==> src/rtl/dbus_master_arbiter.sv <==
// dbus_master_arbiter
//   Two-master round-robin arbiter for the SoC data bus. Master 0 is the CPU
//   data port and master 1 is the DMA engine. A single slave port feeds the
//   memory_arbiter address decoder. One transaction is in flight at a time.
//   It stays locked until the slave acknowledges it or the timeout expires.
//
// Ports
//   clk, rst          clock, synchronous active-low reset
//   mX_req            request; payload held stable until mX_ready
//   mX_addr/wdata/rw  request payload (rw: 1 = write, 0 = read)
//   mX_rdata          registered read data
//   mX_ready          one-cycle completion pulse
//   mX_err            timeout error, qualifies mX_ready
//   s_valid           slave request, held until s_ready or timeout
//   s_addr/wdata/rw   latched payload of the granted master
//   s_rdata, s_ready  slave response
//   gnt_id            id of the master currently or last granted
//   busy              FSM is not idle
module dbus_master_arbiter #(
  parameter int AW      = 32,
  parameter int DW      = 32,
  parameter int TO_W    = 8,
  parameter int TIMEOUT = 200
) (
  input  logic          clk,
  input  logic          rst,
  input  logic          m0_req,
  input  logic [AW-1:0] m0_addr,
  input  logic [DW-1:0] m0_wdata,
  input  logic          m0_rw,
  output logic [DW-1:0] m0_rdata,
  output logic          m0_ready,
  output logic          m0_err,
  input  logic          m1_req,
  input  logic [AW-1:0] m1_addr,
  input  logic [DW-1:0] m1_wdata,
  input  logic          m1_rw,
  output logic [DW-1:0] m1_rdata,
  output logic          m1_ready,
  output logic          m1_err,
  output logic          s_valid,
  output logic [AW-1:0] s_addr,
  output logic [DW-1:0] s_wdata,
  output logic          s_rw,
  input  logic [DW-1:0] s_rdata,
  input  logic          s_ready,
  output logic          gnt_id,
  output logic          busy
);

  typedef enum logic [1:0] {IDLE, WAIT, RESP} state_t;

  localparam logic [TO_W-1:0] TO_LAST = TO_W'(TIMEOUT - 1);

  state_t          state, state_nxt;
  logic [TO_W-1:0] to_cnt;
  logic            to_flag;
  logic            grant;
  logic            winner;
  logic            done_ok;
  logic            done_to;

  // Arbitration and WAIT exit conditions. A tie goes to the master that was
  // not granted last; s_ready on the final cycle still counts as success.
  always_comb begin
    grant   = (state == IDLE) && (m0_req || m1_req);
    winner  = (m0_req && m1_req) ? ~gnt_id : m1_req;
    done_ok = (state == WAIT) && s_ready;
    done_to = (state == WAIT) && !s_ready && (to_cnt == TO_LAST);
  end

  // State register
  always_ff @(posedge clk) begin
    if (!rst) state <= IDLE;
    else      state <= state_nxt;
  end

  // Next-state logic
  always_comb begin
    state_nxt = state;
    case (state)
      IDLE:    if (grant) state_nxt = WAIT;
      WAIT:    if (done_ok || done_to) state_nxt = RESP;
      RESP:    state_nxt = IDLE;
      default: state_nxt = IDLE;
    endcase
  end

  // Latched payload, grant id, timeout counter and read-data capture
  always_ff @(posedge clk) begin
    if (!rst) begin
      gnt_id   <= 1'b1;
      s_addr   <= '0;
      s_wdata  <= '0;
      s_rw     <= 1'b0;
      to_cnt   <= '0;
      to_flag  <= 1'b0;
      m0_rdata <= '0;
      m1_rdata <= '0;
    end else if (grant) begin
      gnt_id  <= winner;
      s_addr  <= winner ? m1_addr  : m0_addr;
      s_wdata <= winner ? m1_wdata : m0_wdata;
      s_rw    <= winner ? m1_rw    : m0_rw;
      to_cnt  <= '0;
      to_flag <= 1'b0;
    end else if (state == WAIT) begin
      to_cnt <= to_cnt + TO_W'(1);
      if (done_to) to_flag <= 1'b1;
      if (done_ok && !s_rw) begin
        if (gnt_id) m1_rdata <= s_rdata;
        else        m0_rdata <= s_rdata;
      end
    end
  end

  // Outputs decoded from state; err is only ever visible alongside ready
  always_comb begin
    s_valid  = (state == WAIT);
    busy     = (state != IDLE);
    m0_ready = (state == RESP) && !gnt_id;
    m1_ready = (state == RESP) &&  gnt_id;
    m0_err   = m0_ready && to_flag;
    m1_err   = m1_ready && to_flag;
  end

endmodule

==> config.mk <==
export PLATFORM = sky130hd
export DESIGN_NAME = dbus_master_arbiter
export DESIGN_NICKNAME = d
export VERILOG_FILES = /design/src/rtl/dbus_master_arbiter.sv
export SDC_FILE = /design/constraint.sdc
export NUM_CORES = 1
export LEC_CHECK = 0
export ABC_AREA = 1
export BUFFER_PORTS_ARGS = -buffer_cell sky130_fd_sc_hd__buf_2
export CELL_PAD_IN_SITES_DETAIL_PLACEMENT = 1
export CELL_PAD_IN_SITES_GLOBAL_PLACEMENT = 1
export CORE_ASPECT_RATIO = 0.9
export CORE_MARGIN = 3
export CORE_UTILIZATION = 28
export DETAILED_ROUTE_END_ITERATION = 8
export PLACE_DENSITY_LB_ADDON = 0.1
export SLEW_MARGIN = 20
export SYNTH_ARGS = -nofsm -noshare
export SYNTH_HDL_FRONTEND = slang
export SYNTH_SLANG_ARGS = --single-unit
==> constraint.sdc <==
create_clock -name clk -period 1.36 [get_ports clk]
set_input_delay 0.272 -clock clk [delete_from_list [all_inputs] [get_ports clk]]
set_output_delay 0.272 -clock clk [all_outputs]
set_load 0.005 [all_outputs]
## Word level (Yosys, flattened, before mapping)

Cells that the tools add are included.

| word-level totals | value |
|---|---|
| register bits after elaboration | 141 |
| output and inout bits | 136 |

| operators by class | value |
|---|---|
| bitwise logic cells | 3 |
| equality and inequality tests | 5 |
| reduce and logical (&&, ||, !) cells | 22 |
| add/subtract/negate cells | 1 |
| multiplexer cells | 7 |

Operators with widths:

| kind | count |
|---|---|
| $mux W32 | 2 |
| $logic_and A1 B1 Y1 | 10 |
| $add A8 B1 Y8 const B | 1 |
| $eq A8 B8 Y1 const B | 1 |
| $reduce_and A4 Y1 | 2 |
| $mux W2 | 2 |
| $pmux W2 S2 | 1 |
| $reduce_and A2 Y1 | 2 |
| $logic_not A1 Y1 | 3 |
| $not A1 Y1 | 3 |
| $eq A2 B1 Y1 const B | 1 |
| $eq A2 B2 Y1 const B | 1 |
| $logic_not A2 Y1 | 1 |
| $logic_or A1 B1 Y1 | 2 |
| $mux W1 | 2 |
| $ne A2 B1 Y1 const B | 1 |
| $ne A2 B2 Y1 const B | 1 |
| $reduce_bool A2 Y1 | 1 |
| $reduce_or A2 Y1 | 1 |

## Longest topological paths before layout

Gate-level depths: netlist of the first run.

| depth | value |
|---|---|
| depth after elaboration | 6 |
| gate-level depth with buffers | 10 |
| gate-level depth less buffers | 8 |

## Least setup slack after synthesis of the first run

OpenSTA, ideal clock, no wires.

| timing | value |
|---|---|
| path type | flip-flop to output port |
| start | reg gnt_id |
| end | out m1_err |
| cell stages (with the launch flop) | 5 |
| path slack | -96 ps |
| arrival time | 1184 ps |
| path through | dfxtp_1 -> buf_4 -> clkinv_1 -> buf_2 -> nor4_1 |

| between the ends | value |
|---|---|
| longest elaborated chain between the ends | 2 |

Ends and longest elaborated chain:

| element | RTL line | text |
|---|---|---|
| start: declaration | 47 | `output logic gnt_id,` |
| start signal: assignment | 101 | `gnt_id <= winner;` |
| $logic_and A1 B1 Y1 | 122 | `m1_ready = (state == RESP) && gnt_id;` |
| $logic_and A1 B1 Y1 | 124 | `m1_err = m1_ready && to_flag;` |
| end: declaration | 40 | `output logic m1_err,` |

Every way passes these cells.

## Final worst setup path of the first run

| timing | value |
|---|---|
| start | reg state[1] |
| end | reg m0_rdata[20] |

| between the ends | value |
|---|---|
| longest elaborated chain between the ends | 4 |
| elaborated cells between the ends (all ways) | 7 |
| classes of those cells | eq/ne: 1; bitwise: 1; reduce/logical: 5 |

Ends and longest elaborated chain:

| element | RTL line | text |
|---|---|---|
| start: declaration | 55 | `state_t state, state_nxt;` |
| start signal: assignment | 75 | `else state <= state_nxt;` |
| $eq A2 B1 Y1 / $logic_not A2 Y1 (equally long branches) | 68, 107, 66 |  |
| $logic_and A1 B1 Y1, on equally long branches | 68, 66 |  |
| $logic_and A1 B1 Y1 / $not A1 Y1 (equally long branches) | -- |  |
| $reduce_and A4 Y1 (no line) (*) | -- |  |
| end signal: assignment | 112 | `else m0_rdata <= s_rdata;` |
| end: declaration | 31 | `output logic [DW-1:0] m0_rdata,` |

Mark *: on every way between the ends. The rest lies on a longest branch, timed or not.
A chain may end at the register's enable or synchronous reset.

==> key figures, run 1 <==
Timing
  – RSZ-0062 raised after global routing: yes
  – Worst slew pin tran: 0.377 ns
  – Final setup violation count: 138
  – Final Cycle Share: 1.19
  – Slew headroom: 0.749
  – Clock period minus final worst setup slack: 1.62 ns
  – Final Hold Fails: 0
  – Clk_skew: 0.0129 ns
  – Max Slew Vio Count: 0
  – FMAX: 618 MHz
  – Setup WS post-layout: -0.259 ns

GRT
  – Aggregate global routing overflow: 0
  – Antenna violations before repair: 12
  – Pin count of the biggest net entering global routing: 47
  – Vias in the first global route: 7768
  – GRT Util Overall: 0.202
  – First-pass GRT wire length: 41500 um

Synthesis
  – Synth Register Bits: 141
  – Syn_area_per_cell: 6.28 sq um
  – Yosys warning total: 0
  – Synth unique cells: 27
  – Synthesized Nets: 1247
  – Cell Area, Synth: 0.00677 sq mm
  – Post-Synthesis Cells: 1079
  – Post-synthesis sequential area ratio: 0.417

Floorplan
  – Die Y: 154 um
  – Core area: 0.0235 sq mm
  – Initial Util: 0.288
  – Number of top-level pins: 303
  – Die area: 0.0261 sq mm
  – Die Wd: 170 um
  – Num rows: 53

Worst hold path
  – Hold Crit Class: in2reg

Place
  – Routability cong.: 0.768
  – Worst slack at placement: -0.131 ns
  – Buffers on Ports: 302
  – Detailed Place HPWL: 17700 um

Clocking
  – Clock-pin slew of the registers on the worst-case setup and hold paths: 0.06 ns
  – CTS tree: built
  – CTS Buffer Depth: 2
  – CTS Hold Buffers Added: 0
  – TritonCTS buffer count: 17
  – Sink Count: 141
  – Clk Latency, worst-skew pair: 0.43 ns
  – Root Buffer Master: clkbuf_16
  – H-tree levels: 4

Worst setup path
  – Max Fanout on Critical Path: 7
  – Crit-path slowest cell: dfxtp_4
  – CP Cell Sequence: buf_12 > nor2_4 > nand2_4 > nor2_8 > buf_12 > buf_12 > buf_12 > buf_16 > nand3_2 > nand2_1 > nor2_1
  – Slowest stage delay, CP: 0.37 ns
  – CP endpoint kind: flop
  – Buf/Inv on CP: 5
  – Critical Path RT: 1.68 ns
  – CP most frequent cell: buf_12
  – Critical path class: reg2reg
  – Crit path launch type: flop
  – Critical path arrival: 1.94 ns
  – Crit path max-delay family: buffers and inverters

Routing
  – Vias per inst: 4.41
  – DRT Pass-1 Iters: 4
  – Routed wire per std cell: 16.5 um
  – Via count: 7770
  – Antenna viol nets, final: 0
  – DR iter-0 viols: 255
  – Post-Route WL: 29100 um
  – Residual DRC: 0

Layout
  – Commonest non-fill, non-tap cell in the layout: buf_2
  – Final core utilization: 0.482
  – Filler cells: 3009
  – Commonest non-fill, non-tap cells in the layout: buf_2 (298), nand2_1 (255), inv_1 (204)
  – Fraction of layout cells with a size suffix above 1: 0.447
  – P&R area growth vs syn: 67.4%
  – Nets: 1612

Power and ir drop
  – PwrDens: 1100 mW/mm^2
  – Total Power: 12.5 mW
  – VDD IR-drop max: 0.624 mV
  – Pleak: 5.90 nW

Run
  – Max cap viols: 0

Outcome
  – Failing checks: setup timing
  – Status: complete, but fails checks
-- cells in the mapped netlist --
| cell type | n | area share |
|---|---|---|
| nand2_1 | 343 | 0.19 |
| inv_1 | 234 | 0.13 |
| dfxtp_1 | 141 | 0.42 |
| nor2_1 | 138 | 0.076 |
| nand3_1 | 67 | 0.050 |
| o21ai_1 | 40 | 0.030 |
| o21ai_0 | 29 | 0.021 |
| buf_2 | 22 | 0.016 |
| buf_6 | 12 | 0.020 |
| a21oi_1 | 9 | 0.0067 |
| clkbuf_1 | 9 | 0.0050 |
| buf_4 | 7 | 0.0078 |
| buf_1 | 5 | 0.0028 |
| nor3_1 | 4 | 0.0030 |
| nand2_4 | 3 | 0.0050 |
| inv_2 | 2 | 0.0011 |
| nand4_1 | 2 | 0.0018 |
| nor2_4 | 2 | 0.0033 |
| nor4_1 | 2 | 0.0018 |
| a22oi_1 | 1 | 0.0011 |
| buf_8 | 1 | 0.0022 |
| clkinv_1 | 1 | 0.00055 |
| ha_1 | 1 | 0.0018 |
| nand3b_1 | 1 | 0.0011 |
| nor2_2 | 1 | 0.00092 |
| nor2_8 | 1 | 0.0030 |
| nor3b_1 | 1 | 0.0011 |
-- worst paths after layout --
kind / startpoint / end / slack (ns) / depth (start not counted)
setup / recovery: state[1] / m0_rdata[20] / -0.26 / 11
hold / removal: m1_addr[13] / s_addr[13] / 0.09 / 3
hold reg to reg: s_addr[20] / s_addr[20] / 0.45 / 2
setup reg to reg: state[1] / m0_rdata[20] / -0.26 / 11
-- where the power goes --
group	internal [mW]	switching, mW	leakage [nW]
Combinational	1.46	1.64	4.48
Sequential	4.45	0.200	1.16
Clock	2.71	2.00	0.266
Total	8.62	3.84	5.90
-- flip-flops by register name, summed over array words and instances (netlist names) --
name	cells
gnt_id	1
m0_rdata	32
m1_rdata	32
s_addr	32
s_rw	1
s_wdata	32
state	2
to_cnt	8
to_flag	1
-- logic make-up (layout without fill, tap and decap cells) --
logic type / count (synthesis) / in the layout / share of synthesized area
fa+ha+maj: 1 / 1 / 0.00185
buf+inv: 293 / 664 / 0.185
flops: 141 / 141 / 0.417
compound gates: 79 / 79 / 0.0588
other cells: 0 / 2 / 0
simple gates: 565 / 571 / 0.337
-- per-stage QoR --
step	area [sq um]	hold slack, ns	setup TNS [ns]	cells
finish	11300	0.0860	-23.28	1760
global route	11300	0.0856	-33.39	1760
CTS	10400	0.0828	-19.98	1730
detailed placement	8640	0.446	-5.60	1654
global placement	8640	0.436	-2.15	1654
floorplan	6770	0.433	0	1079
-- metal layers --
layer	GRT usage	vias to the layer above	part of all wire
li1	-	3884	-
met1	0.226	3605	0.40
met2	0.363	213	0.51
met3	0.0733	48	0.070
met4	0.0533	20	0.016
met5	0	-	0.0044
-- worst register-to-register path, stage by stage, from the launching register on --
cell	delay, ns
dfxtp_4	0.37
buf_12	0.13
nor2_4	0.15
nand2_4	0.09
nor2_8	0.13
buf_12	0.12
buf_12	0.12
buf_12	0.12
buf_16	0.13
nand3_2	0.06
nand2_1	0.07
nor2_1	0.04
-- final cells by class --
class | instances | area, sq um | area share
multi-input cells | 651 | 3680 | 0.324
repair buffers | 396 | 2970 | 0.262
flip-flops and latches | 141 | 2840 | 0.250
inverters | 237 | 902 | 0.0796
clock buffers | 19 | 433 | 0.0382
well taps | 302 | 378 | 0.0333
clock inverters | 12 | 139 | 0.0123
diodes | 2 | 5.00 | 0.000442
-- what timing repair did --
| action | CTS | global route |
|---|---|---|
| resized for setup | 138 | 219 |
| pin swaps | 22 | 75 |
| endpoints found under the setup margin | 95 | 146 |
| gates cloned | 16 | 14 |
| hold endpoints to repair | 0 | 0 |
| buffers inserted | 29 | 23 |
Power figures use the tool's default switching activity.
==> run 2: changes to the inputs <==
- CORE_UTILIZATION: 28 -> 29
- CTS_BUF_LIST: default -> sky130_fd_sc_hd__clkbuf_8
- PLACE_DENSITY: default -> 0.74
- PLACE_DENSITY_LB_ADDON: 0.1 -> default
==> key figures, run 2 (same netlist as run 1, synthesis figures left out) <==
Timing
  – Clk_skew: 0.0220 ns
  – Final Hold Fails: 0
  – Max Slew Vio Count: 0
  – Worst slew pin tran: 0.350 ns
  – Clock period minus final worst setup slack: 1.65 ns
  – FMAX: 607 MHz
  – Final Cycle Share: 1.21
  – Setup TNS: -29.05 ns
  – Slew headroom: 0.765
  – Setup WS post-layout: -0.287 ns
  – RSZ-0062 raised after global routing: yes
  – Final setup violation count: 142

Layout
  – Commonest non-fill, non-tap cells in the layout: buf_2 (299), nand2_1 (201), inv_1 (182)
  – Fin cells: 1756
  – Final core utilization: 0.511
  – Nets: 1614
  – Commonest non-fill, non-tap cell in the layout: buf_2
  – Fraction of layout cells with a size suffix above 1: 0.516
  – Final instance area: 0.0116 sq mm
  – P&R area growth vs syn: 71.3%

Place
  – Placed inst area: 0.00862 sq mm
  – Placed cells: 1654
  – Routability cong.: 0.822
  – Detailed Place HPWL: 17900 um
  – Buffers on Ports: 302

Worst setup path
  – Slowest stage delay, CP: 0.40 ns
  – Max Fanout on Critical Path: 6
  – Worst reg2reg path startpoint: state[0]
  – Critical path origin: state[0]
  – CP endpoint kind: flop
  – Reg2Reg Depth: 10
  – CP Cell Sequence: inv_4 > buf_6 > buf_6 > nand2_4 > buf_6 > nor2_4 > nor2_4 > buf_8 > buf_8 > a22oi_2
  – Critical path class: reg2reg
  – Crit path launch type: flop
  – Critical path arrival: 1.95 ns
  – Crit-path slowest cell: dfxtp_4
  – Critical Path RT: 1.67 ns
  – CP most frequent cell: buf_6

Routing
  – DRT Pass-1 Iters: 4
  – Residual DRC: 0
  – DR iter-0 viols: 270
  – Post-Route WL: 30400 um
  – Via count: 7911
  – Vias per inst: 4.51
  – Antenna viol nets, final: 0
  – Routed wire per std cell: 17.3 um

GRT
  – Antenna violations before repair: 6
  – GRT Util Overall: 0.211
  – Vias in the first global route: 7899
  – Aggregate global routing overflow: 0
  – First-pass GRT wire length: 41800 um
  – Pin count of the biggest net entering global routing: 66

Power and ir drop
  – Pleak: 6.17 nW
  – Combinational share of power: 0.271
  – Sw Pwr: 3.84 mW
  – Clock group share of total power: 0.336
  – Pint: 8.15 mW
  – Net Sw Frac: 0.320
  – PwrDens: 1030 mW/mm^2
  – Total Power: 12.0 mW
  – VDD IR-drop max: 0.438 mV
  – Seq pwr share: 0.394

Clocking
  – CTS tree: built
  – Sink Count: 141
  – CTS Hold Buffers Added: 0
  – Clk Latency, worst-skew pair: 0.46 ns
  – TritonCTS buffer count: 17
  – CTS Buffer Depth: 2
  – Root Buffer Master: clkbuf_8
  – Clock-pin slew of the registers on the worst-case setup and hold paths: 0.10 ns
  – H-tree levels: 4

Floorplan
  – Initial Util: 0.298
  – Die Y: 151 um
  – Number of top-level pins: 303
  – Core area: 0.0227 sq mm
  – Die Wd: 167 um
  – Die area: 0.0252 sq mm
  – Num rows: 52

Worst hold path
  – Hold Crit Class: in2reg
  – Min-delay src: m1_wdata[20]
  – Worst Hold Depth: 3

Outcome
  – Status: complete, but fails checks
  – Failing checks: setup timing

Run
  – Max cap viols: 0
-- run 2: area by class of cell --
class                      instances  area [sq um]
fill                            2909         11100
multi-input combinational        648          4070
timing repair buffer             401          2960
sequential                       141          2840
inverter                         237           910
tap                              297           372
clock buffer                      17           234
clock inverter                    13           214
antenna                            2          5.00
-- run 2: worst paths after layout --
kind | end | slack (ns)
worst max-delay path | gnt_id | -0.29
worst min-delay path | s_wdata[20] | 0.04
worst max register to register | gnt_id | -0.29
worst min register to register | s_addr[17] | 0.45
-- run 2: metrics by stage --
step | setup WS (ns) | hold WS (ns)
2_1_floorplan | 0.0133 | 0.433
3_3_place_gp | -0.0291 | 0.438
3_5_place_dp | -0.153 | 0.444
4_1_cts | -0.276 | 0.0274
5_1_grt | -0.335 | 0.0448
6_report | -0.287 | 0.0442
-- run 2: metal layers --
layer / part of all wire / GRT usage / vias to the layer above
met4: 0.017 / 0.0680 / 8
met5: 0.0019 / 0 / -
li1: - / - / 3887
met1: 0.38 / 0.233 / 3767
met3: 0.058 / 0.0616 / 38
met2: 0.54 / 0.391 / 211
-- run 2: power by group through the flow --
stage / clock network, mW / logic, mW / registers (mW)
finish: 4.02 / 3.24 / 4.72
global route: 4.28 / 3.51 / 4.76
CTS: 4.09 / 2.63 / 4.64
detailed placement: 0 / 1.97 / 4.72
global placement: 0 / 1.93 / 4.72
floorplan: 0 / 1.02 / 4.73
-- run 2: timing repair --
item,CTS,global route
pin swaps,40,89
gates cloned,17,9
resized for setup,173,334
buffers inserted,26,26
setup endpoints to repair,77,147
-- run 2: worst max-delay path, delay by kind of cell (launching register included) --
kind	cells	cell delay, ns
buffers and inverters	6	0.70
AOI/OAI and AO/OA	1	0.09
and+or+nand+nor	3	0.32
DFF	1	0.40
==> run 3: changes to the inputs <==
- CTS_BUF_LIST: sky130_fd_sc_hd__clkbuf_8 -> sky130_fd_sc_hd__clkbuf_4
- CTS_CLUSTER_SIZE: default -> 28
==> key figures, run 3 (same netlist as run 1, synthesis figures left out) <==
Clocking
  – CTS Buffer Depth: 2
  – TritonCTS buffer count: 17
  – Sink Count: 141
  – Root Buffer Master: clkbuf_4
  – H-tree levels: 4
  – CTS tree: built
  – Clk Latency, worst-skew pair: 0.59 ns
  – Clock-pin slew of the registers on the worst-case setup and hold paths: 0.14 ns

Routing
  – Residual DRC: 0
  – Routed wire per std cell: 20.9 um
  – Via count: 9106
  – Antenna viol nets, final: 0
  – DRT Pass-1 Iters: 5
  – DR iter-0 viols: 423
  – Vias per inst: 4.85
  – Post-Route WL: 39300 um

GRT
  – First-pass GRT wire length: 51000 um
  – Aggregate global routing overflow: 0
  – Most Crowded Layer GR: met2
  – GR Util met1: 0.278
  – GRT Util Overall: 0.257
  – Pin count of the biggest net entering global routing: 66
  – Vias in the first global route: 9471
  – GRT met2 Usage: 0.471
  – Antenna violations before repair: 8
  – Met3 Use GR: 0.0694

Timing
  – Setup WS post-layout: -0.422 ns
  – RSZ-0062 raised after global routing: yes
  – Final Cycle Share: 1.31
  – FMAX: 561 MHz
  – Slew headroom: 0.785
  – Final setup violation count: 150
  – Max Slew Vio Count: 0
  – Worst slew pin tran: 0.322 ns
  – Final Hold Fails: 0
  – Clk_skew: 0.0504 ns
  – Clock period minus final worst setup slack: 1.78 ns

Floorplan
  – Core area: 0.0227 sq mm
  – Die Wd: 167 um
  – Initial Util: 0.298
  – Die area: 0.0252 sq mm
  – Num rows: 52
  – Die Y: 151 um
  – Number of top-level pins: 303

Place
  – Buffers on Ports: 302
  – Routability cong.: 0.822
  – Detailed Place HPWL: 17900 um
  – Worst slack at placement: -0.153 ns
  – Placed inst area: 0.00862 sq mm

Worst setup path
  – Critical path class: reg2reg
  – Reg2Reg Depth: 12
  – Critical path arrival: 2.26 ns
  – Crit path launch type: flop
  – CP endpoint kind: flop
  – Max Fanout on Critical Path: 8
  – Critical Path RT: 1.83 ns

Outcome
  – Status: complete, but fails checks
  – Failing checks: setup timing

Run
  – Max cap viols: 0

Power and ir drop
  – Total Power: 11.8 mW
  – PwrDens: 956 mW/mm^2
  – VDD IR-drop max: 0.523 mV
  – Pleak: 6.29 nW

Layout
  – Fraction of layout cells with a size suffix above 1: 0.450
  – Nets: 1732
  – Commonest non-fill, non-tap cells in the layout: nand2_1 (273), buf_2 (256), inv_1 (180)
  – Commonest non-fill, non-tap cell in the layout: nand2_1
  – Final instance area: 0.0124 sq mm
  – P&R area growth vs syn: 82.4%
  – Final core utilization: 0.544

Worst hold path
  – Hold Crit Class: in2reg
  – Worst Hold Depth: 5
run 3: worst paths after layout:
| kind | start | endpoint | slack [ns] |
|---|---|---|---|
| worst min-delay path | s_rdata[7] | m0_rdata[7] | 0.07 |
| worst max register to register | state[0] | m0_rdata[2] | -0.42 |
| worst max-delay path | state[0] | m0_rdata[2] | -0.42 |
| worst min register to register | s_addr[17] | s_addr[17] | 0.48 |
run 3: report_power, final:
part / total (mW) / leakage (nW) / switching (mW) / internal, mW
logic: 3.61 / 4.92 / 1.86 / 1.75
registers: 4.79 / 1.20 / 0.282 / 4.50
clock network: 3.42 / 0.175 / 1.77 / 1.64
run 3: cell type report:
cell class                      instances  area (sq um)
Sequential cell                       141          2960
Clock buffer                           17           128
Inverter                              237           915
Timing Repair Buffer                  519          4330
Multi-Input combinational cell        648          3420
Antenna cell                            7          17.5
Tap cell                              297           372
Fill cell                            2850         10400
Clock inverter                         13           214
run 3: layer usage:
metal	vias up	wire length (um)	share of wire
met5	-	13	0.00033
li1	4132	-	-
met4	2	2250	0.057
met3	154	2570	0.065
met1	4368	14200	0.36
met2	450	20300	0.52
run 3: critical path, stage by stage (launching register included):
cell	delay, ns
dfxtp_2	0.40
buf_6	0.12
inv_6	0.04
nor2_4	0.14
buf_6	0.13
nand2_8	0.06
nor2_8	0.12
buf_12	0.12
buf_12	0.15
nand2_8	0.11
nand2_2	0.08
inv_1	0.05
nor2_1	0.18
run 3: repair_timing:
item                                    CTS  global route
pin swaps                                 6           103
endpoints found under the setup margin  172           262
setup buffers                            24            18
endpoints found under the hold margin    71             0
hold buffers                            133             0
resized for setup                       203           269
cloned                                   15             8
run 3: per-stage QoR:
stage | instances | setup TNS [ns] | hold WS, ns
final | 1879 | -31.42 | 0.0692
after global routing | 1878 | -41.06 | 0.0471
after CTS | 1856 | -14.49 | 0.00101
after detailed placement | 1654 | -4.37 | 0.444
after global placement | 1654 | -0.704 | 0.438
after floorplan | 1079 | 0 | 0.433
